## config.mk

```make
export PLATFORM = sky130hd
export DESIGN_NAME = seg7_scan_ctrl
export DESIGN_NICKNAME = d
export VERILOG_FILES = /design/src/rtl/seg7_scan_ctrl.sv
export SDC_FILE = /design/constraint.sdc
export NUM_CORES = 1
export LEC_CHECK = 0
export BUFFER_PORTS_ARGS = -buffer_cell sky130_fd_sc_hd__buf_2
export CORE_AREA = 2 2 93 68
export DETAILED_ROUTE_END_ITERATION = 12
export DIE_AREA = 0 0 95 70
export PLACE_DENSITY = 0.72
export SLEW_MARGIN = 5
export SYNTH_ARGS = -nofsm -noshare
export SYNTH_HDL_FRONTEND = slang
export SYNTH_SLANG_ARGS = --single-unit
export TNS_END_PERCENT = 1
```

## constraint.sdc

```tcl
create_clock -name clk_sys -period 2.95 [get_ports clk_sys]
set_input_delay 0.295 -clock clk_sys [delete_from_list [all_inputs] [get_ports clk_sys]]
set_output_delay 0.295 -clock clk_sys [all_outputs]
set_load 0.02 [all_outputs]
```

## src/rtl/seg7_scan_ctrl.sv

```systemverilog
// rtl/seg7_scan_ctrl.sv - multiplexed N-digit seven-segment scan controller
//
// Scans NUM_DIGITS hex digits onto a shared active-low segment bus. Values are
// captured into a shadow register, either on every valid (live mode) or at most
// once per capture window (rate-limited mode). Also provides leading-zero
// blanking and 1/8-step PWM dimming.
//
// Ports:
//   clk_sys        system clock
//   rst            synchronous active-high reset
//   in_vld         producer value valid
//   in_rdy         capture allowed this cycle (combinational)
//   in_data        hex nibbles, nibble i shows on digit i (digit 0 rightmost)
//   in_dots        decimal point i lit when 1
//   mode_live      0 = rate-limited capture, 1 = capture every valid
//   blank_lz       leading-zero blanking enable
//   dim            brightness, 7 = full, 0 = 1/8 duty
//   SEG_SELECT_OUT one-hot active-low digit enable (registered)
//   HEX_OUT        active-low segments, [6:0] = gfedcba, [7] = DP (registered)

module seg7_scan_ctrl #(
    parameter int NUM_DIGITS   = 4,
    parameter int CLK_DIV      = 250000,
    parameter int UPDATE_TICKS = 200
) (
    input  logic                    clk_sys,
    input  logic                    rst,
    input  logic                    in_vld,
    output logic                    in_rdy,
    input  logic [4*NUM_DIGITS-1:0] in_data,
    input  logic [NUM_DIGITS-1:0]   in_dots,
    input  logic                    mode_live,
    input  logic                    blank_lz,
    input  logic [2:0]              dim,
    output logic [NUM_DIGITS-1:0]   SEG_SELECT_OUT,
    output logic [7:0]              HEX_OUT
);

    localparam int PW = $clog2(CLK_DIV);
    localparam int DW = (NUM_DIGITS > 1) ? $clog2(NUM_DIGITS) : 1;
    localparam int UW = $clog2(UPDATE_TICKS + 1);

    localparam logic [PW-1:0]         PRE_MAX = PW'(CLK_DIV - 1);
    localparam logic [DW-1:0]         DIG_MAX = DW'(NUM_DIGITS - 1);
    localparam logic [UW-1:0]         UPD_MAX = UW'(UPDATE_TICKS - 1);
    localparam logic [NUM_DIGITS-1:0] SEL_ONE = NUM_DIGITS'(1);

    logic [PW-1:0]           pre_cnt;
    logic [DW-1:0]           dig_idx;
    logic [UW-1:0]           upd_cnt;
    logic [2:0]              pwm_cnt;
    logic                    upd_rdy;
    logic [4*NUM_DIGITS-1:0] shadow_data;
    logic [NUM_DIGITS-1:0]   shadow_dots;

    logic                    tick;
    logic                    accept;
    logic [NUM_DIGITS-1:0]   blank;
    logic                    zero_run;
    logic [3:0]              cur_nib;
    logic                    cur_dot;
    logic                    lit;

    function automatic logic [6:0] hex7(input logic [3:0] n);
        case (n)
            4'h0:    hex7 = 7'h40;
            4'h1:    hex7 = 7'h79;
            4'h2:    hex7 = 7'h24;
            4'h3:    hex7 = 7'h30;
            4'h4:    hex7 = 7'h19;
            4'h5:    hex7 = 7'h12;
            4'h6:    hex7 = 7'h02;
            4'h7:    hex7 = 7'h78;
            4'h8:    hex7 = 7'h00;
            4'h9:    hex7 = 7'h10;
            4'hA:    hex7 = 7'h08;
            4'hB:    hex7 = 7'h03;
            4'hC:    hex7 = 7'h46;
            4'hD:    hex7 = 7'h21;
            4'hE:    hex7 = 7'h06;
            default: hex7 = 7'h0E;
        endcase
    endfunction

    assign tick   = (pre_cnt == PRE_MAX);
    assign in_rdy = mode_live ? 1'b1 : upd_rdy;
    assign accept = in_vld & in_rdy;

    // A digit is a leading zero when it and every more-significant digit carry
    // a zero nibble and no decimal point; walk from the top down.
    always_comb begin
        zero_run = 1'b1;
        blank    = '0;
        for (int i = NUM_DIGITS - 1; i >= 0; i--) begin
            zero_run = zero_run && (shadow_data[4*i +: 4] == 4'h0) && !shadow_dots[i];
            if (i != 0) begin
                blank[i] = zero_run;
            end
        end
        cur_nib = shadow_data[{dig_idx, 2'b00} +: 4];
        cur_dot = shadow_dots[dig_idx];
        lit     = !(blank_lz && blank[dig_idx]) && (pwm_cnt <= dim);
    end

    always_ff @(posedge clk_sys) begin
        if (rst) begin
            pre_cnt        <= '0;
            dig_idx        <= '0;
            upd_cnt        <= '0;
            pwm_cnt        <= '0;
            upd_rdy        <= 1'b0;
            shadow_data    <= '0;
            shadow_dots    <= '0;
            SEG_SELECT_OUT <= '1;
            HEX_OUT        <= 8'hFF;
        end else begin
            pwm_cnt <= pwm_cnt + 3'd1;

            if (tick) begin
                pre_cnt <= '0;
                dig_idx <= (dig_idx == DIG_MAX) ? '0 : dig_idx + 1'b1;
                if (upd_cnt == UPD_MAX) begin
                    upd_cnt <= '0;
                    upd_rdy <= 1'b1;
                end else begin
                    upd_cnt <= upd_cnt + 1'b1;
                end
            end else begin
                pre_cnt <= pre_cnt + 1'b1;
            end

            // Placed after the window-wrap set so a coinciding accept clears it.
            if (accept) begin
                shadow_data <= in_data;
                shadow_dots <= in_dots;
                upd_rdy     <= 1'b0;
            end

            if (lit) begin
                SEG_SELECT_OUT <= ~(SEL_ONE << dig_idx);
                HEX_OUT        <= {~cur_dot, hex7(cur_nib)};
            end else begin
                SEG_SELECT_OUT <= '1;
                HEX_OUT        <= 8'hFF;
            end
        end
    end

endmodule

```

======== After elaboration in Yosys (flattened, before gate mapping) ========
Memory sizes are Yosys's and may differ from the RTL's. A register that Yosys moved wholly into a read port is not among the register bits.
Cells that the tools add are included.
cells by class
  $add $sub $neg .......................... 4
  order comparisons ....................... 2
  equality and inequality tests ........... 3
  shift-type cells ........................ 2
  mux-type cells .......................... 7
  bitwise operators ....................... 4
  reduce and logical (&&, ||, !) cells .... 18
operator list
  operator                 count
  $add A18 B1 Y18 const B  1
  $eq A18 B18 Y1 const B   1
  $shiftx A16 B5 Y4        1
  $logic_not A4 Y1         3
  $add A8 B1 Y8 const B    1
  $eq A8 B8 Y1 const B     1
  $mux W8                  1
  $logic_and A1 B1 Y1      7
  $reduce_or A2 Y1         3
  $bmux W1 S2              2
  $logic_not A1 Y1         4
  $not A4 Y4               1
  $shl A1 B2 Y4 const A    1
  $add A3 B1 Y3 const B    1
  $le A3 B3 Y1             1
  $lt A2 B3 Y1 const B     1
  $mux W1                  3
  $add A2 B1 Y2 const B    1
  $eq A2 B2 Y1 const B     1
  $mux W2                  1
  $not A1 Y1               2
  $reduce_and A2 Y1        1
  $and A1 B1 Y1            1
storage, ports and cells
  flip-flop bits (word level) ............. 64
  memory bits (read-only) ................. 112
  bits of input ports ..................... 28
  output and inout bits ................... 13
  logic and storage cells ................. 50
  memories ................................ 1
memory list
  name             depth  width  read ports  clocked after Yosys merged registers in  wr ports  RTL line  RTL
  (no name shown)  16     7      1           1                                        0         65        case (n)

======== Logic depth before layout (Yosys ltp) ========
  depth after elaboration ................. 13
  depth in mapped cells ................... 8
  gate-level depth less buffers ........... 7

======== Worst setup path before layout ========
OpenSTA, ideal clock, no wires.
  kind .................................... register to register
  start point ............................. reg dig_idx[0]
  end point ............................... reg HEX_OUT[3]
  setup time .............................. 127 ps
  arrival ................................. 2105 ps
  required time ........................... 2823 ps
  path slack .............................. 718 ps
  cell stages (with the launch flop) ...... 8
  buffers on the path ..................... 1
  period minus slack after synthesis ...... 2232 ps
  path through ............................ dfxtp_1 > buf_2 > mux4_2 > inv_1 > ha_1 > inv_1 > mux4_2 > nand2b_1
on the way
  cells in the longest elaborated chain, start to end .. 7
  elaborated cells on any way between the ends .. 8
  those cells by class .................... 1 x shift; 2 x mux; 1 x bitwise; 4 x reduce/logical
RTL lines
  what                           RTL line  RTL
  from (decl)                    49        logic [DW-1:0] dig_idx;
  from (signal assigned)         121       dig_idx <= (dig_idx == DIG_MAX) ? '0 : dig_idx + 1'b1;
  $bmux W1 S2                    102       lit = !(blank_lz && blank[dig_idx]) && (pwm_cnt <= dim);
  $mux W1 (implied by the code)  102
  $logic_and A1 B1 Y1            102
  $logic_not A1 Y1               102
  $logic_and A1 B1 Y1            102
  $not A1 Y1 (no line)           --
  $reduce_or A2 Y1 (no line)     --
  to (decl)                      36        output logic [7:0] HEX_OUT
Parallel ways exist; a longest one is shown, timed or not. The select of a mux whose other input is x is not followed.
A chain may end at the register's enable or synchronous reset.

======== Worst setup path in the final report ========
Ends and elaborated chain as after synthesis.

==> results.json <==
{
  "hp-class": "input port to flop",
  "tightestPinTransition_ns": 0.713,
  "grt_antenna_before_repair": 0,
  "floorplan.initialDensity": 0.495,
  "htree_levels": 3,
  "rows": 24,
  "report.final.slew_viol_count": 0,
  "global_route.usage.met2": 0.264,
  "finish.net_count": 408,
  "antennaDiodeCount": 0,
  "die_area_um2": 6650,
  "drt_first_iter_violations": 195,
  "syn_nets": 374,
  "post_synth.cell_area_avg_um2": 8.88,
  "synthesis.yosys.warnings": 0,
  "postCtsResizedCells": 0,
  "clock_path_buffers": 2,
  "power_per_cell_area_nw_per_um2": 529,
  "cts_made_buffers": 9,
  "pin_count_of_the_biggest_net_entering_global_routing": 38,
  "cts_tree": "yes",
  "outcome": "completed",
  "gp_congestion": 0.818,
  "clk_pin_slew_worst_paths_ns": 0.07,
  "post-route-drc-count": 0,
  "worst_setup_path_start_kind": "flop",
  "cts-hold-fix-buffers": 0,
  "finalSetupViolations": 0,
  "portBuffers": 40,
  "fin_setup_tns_ns": 0,
  "arrival_ns": 2.65,
  "number_of_flops_mapped_to_enable_cells_by_yosys": 0,
  "netlist_top_cells_count": "dfxtp_1, nand2_1, a21oi_1, nor2_1, ha_1",
  "total_power_mw": 1.77,
  "cp-end-kind": "flop",
  "synth_flop_cell": "dfxtp_1",
  "yosysUniqueCellTypes": 42,
  "clock_latency_ns": 0.34,
  "globalRoute.totalOverflow": 0,
  "finalWorstPathRequiredPeriod_ns": 2.43,
  "critPathMaxStageDelay_ns": 0.72,
  "busiest_layer": "met1",
  "timing.hold.ws_ns": 0.191,
  "cpLargestDelayFamily": "multiplexers",
  "totalWireLength_um": 5870,
  "worst_clock_skew_ns": 0.00951,
  "netlist_top_cells_area": "dfxtp_1, nand2_1, ha_1",
  "path_buf_inv": 2,
  "crit_path_top_delay_cell": "dfxtp_1",
  "timing.max_cap.violations": 0,
  "path_class": "flop to flop",
  "track_usage": 0.189,
  "detail_route.wl_per_cell_um": 13.1,
  "achievable-frequency_mhz": 411,
  "synth_seq_cells": 64,
  "postSynthCellCount": 330,
  "max-slew-margin-rel": 0.525,
  "power.leakage_nw": 1.33,
  "routed-via-count": 2337,
  "vdd_ir_drop_max_uv": 390,
  "globalRouteMet3Util": 0.0626,
  "layout-area-overhead-vs-synth_pct": 14.1,
  "io-pin-count": 41,
  "core_region_area_um2": 5920,
  "count_leader_synth": "dfxtp_1",
  "synthesized_area_um2": 2930,
  "grt_pass1_vias": 2076,
  "firstDrtPassIters": 4,
  "area_leader_netlist": "dfxtp_1",
  "timing.reg2reg.setup_slack_ns": 0.52,
  "use_met1": 0.282,
  "grt_pass1_wl_um": 9800,
  "yosys.area.top_type_share": 0.437,
  "synth.yosys.seq_area_share": 0.437,
  "cts.sinks": 64,
  "report.final.hold_viol_count": 0,
  "overall_die_width_um": 95,
  "grt_setup_unrepaired": "false",
  "worst_ep_required_time_ns": 3.17,
  "die_y_um": 70,
  "path_cells": "mux4_2 -> inv_1 -> ha_1 -> inv_1 -> mux4_2 -> nand2b_1",
  "postRouteAntennaNets": 0,
  "cts_setup_buffers": 0,
  "worstPathMaxFanout": 16,
  "synth_async_sr_flop_share": 0,
  "clock_tree.root_cell": "clkbuf_8",
  "place.detailed.hpwl_um": 4190,
  "final.period_utilization": 0.824,
  "drt-vias-per-instance": 5.23,
  "drive_above_1_share": 0.176
}
## tightest hold or removal path: stages
cell and delay, ns:
buf_2 0.09, nand2_1 0.04, a21oi_1 0.05
## final timing paths
| check | startpoint | end | cells past startpoint |
|---|---|---|---|
| worst min-delay path | in_dots[3] | shadow_dots[3]$_SDFFE_PP0P_ | 3 |
| worst max register to register | dig_idx[0]$_SDFFE_PP0N_ | HEX_OUT[3]$_SDFF_PP1_ | 6 |
| worst min register to register | pre_cnt[0]$_SDFF_PP0_ | pre_cnt[0]$_SDFF_PP0_ | 1 |
| worst max-delay path | dig_idx[0]$_SDFFE_PP0N_ | HEX_OUT[3]$_SDFF_PP1_ | 6 |
## where the power goes
part           total, mW  internal, mW  leakage [nW]  switching, mW
Combinational      0.160        0.0667         0.707         0.0931
Sequential         0.917         0.898         0.522         0.0191
Clock              0.692         0.370        0.0992          0.322
## sequential cells by signal (all words and copies together) (netlist names)
name / cells
HEX_OUT: 8
SEG_SELECT_OUT: 4
dig_idx: 2
upd_cnt: 8
shadow_dots: 4
shadow_data: 16
upd_rdy: 1
pre_cnt: 18
pwm_cnt: 3
## cell type report
cell class                 instances  area, um2
clock buffer                      13        169
clock inverter                     3       15.0
fill                             530       2570
inverter                          12       45.0
multi-input combinational        236       1530
sequential                        64       1280
tap                               78       97.6
timing repair buffer              41        208
## logic make-up (layout without fill, tap and decap cells)
kind of cell    Yosys count  in the layout  share of synthesized area
simple gates            141            141                      0.235
flops                    64             64                      0.437
compound gates           49             49                     0.0956
buf+inv                  30             69                     0.0414
xor+xnor                 18             18                     0.0538
fa+ha+maj                16             16                     0.0683
mux                      12             12                     0.0687
## placed cells by master (no fill, tap or decap), drive strengths merged, types with 3 or more instances in the layout
master  Yosys  final
or3         4      4
nand2      59     59
buf         8     41
o21ai       6      6
nor2b       4      4
nor2       28     28
dfxtp      64     64
clkinv      0      3
nand3      10     10
and3        8      8
clkbuf     10     13
inv        12     12
mux2i       4      4
xor2       10     10
xnor2       8      8
and4        6      6
mux4        6      6
nor3        3      3
o211ai      3      3
a21oi      31     31
ha         16     16
nand4       4      4
## metrics by stage
stage	setup WS, ns	cell area (um2)	instances	util
final	0.520	3340	447	0.565
after global routing	0.376	3340	447	0.565
after CTS	0.521	3340	447	0.565
after global placement	0.620	3160	431	0.534
after detailed placement	0.527	3160	431	0.534
after floorplan	0.718	2930	330	-
## per-layer routing
metal  up-vias  share of wire
met1      1060           0.52
met3         3          0.060
met4         0         0.0061
li1       1206              -
met5         -              0
met2        68           0.41
No activity file was read; power rests on OpenSTA's default activity.
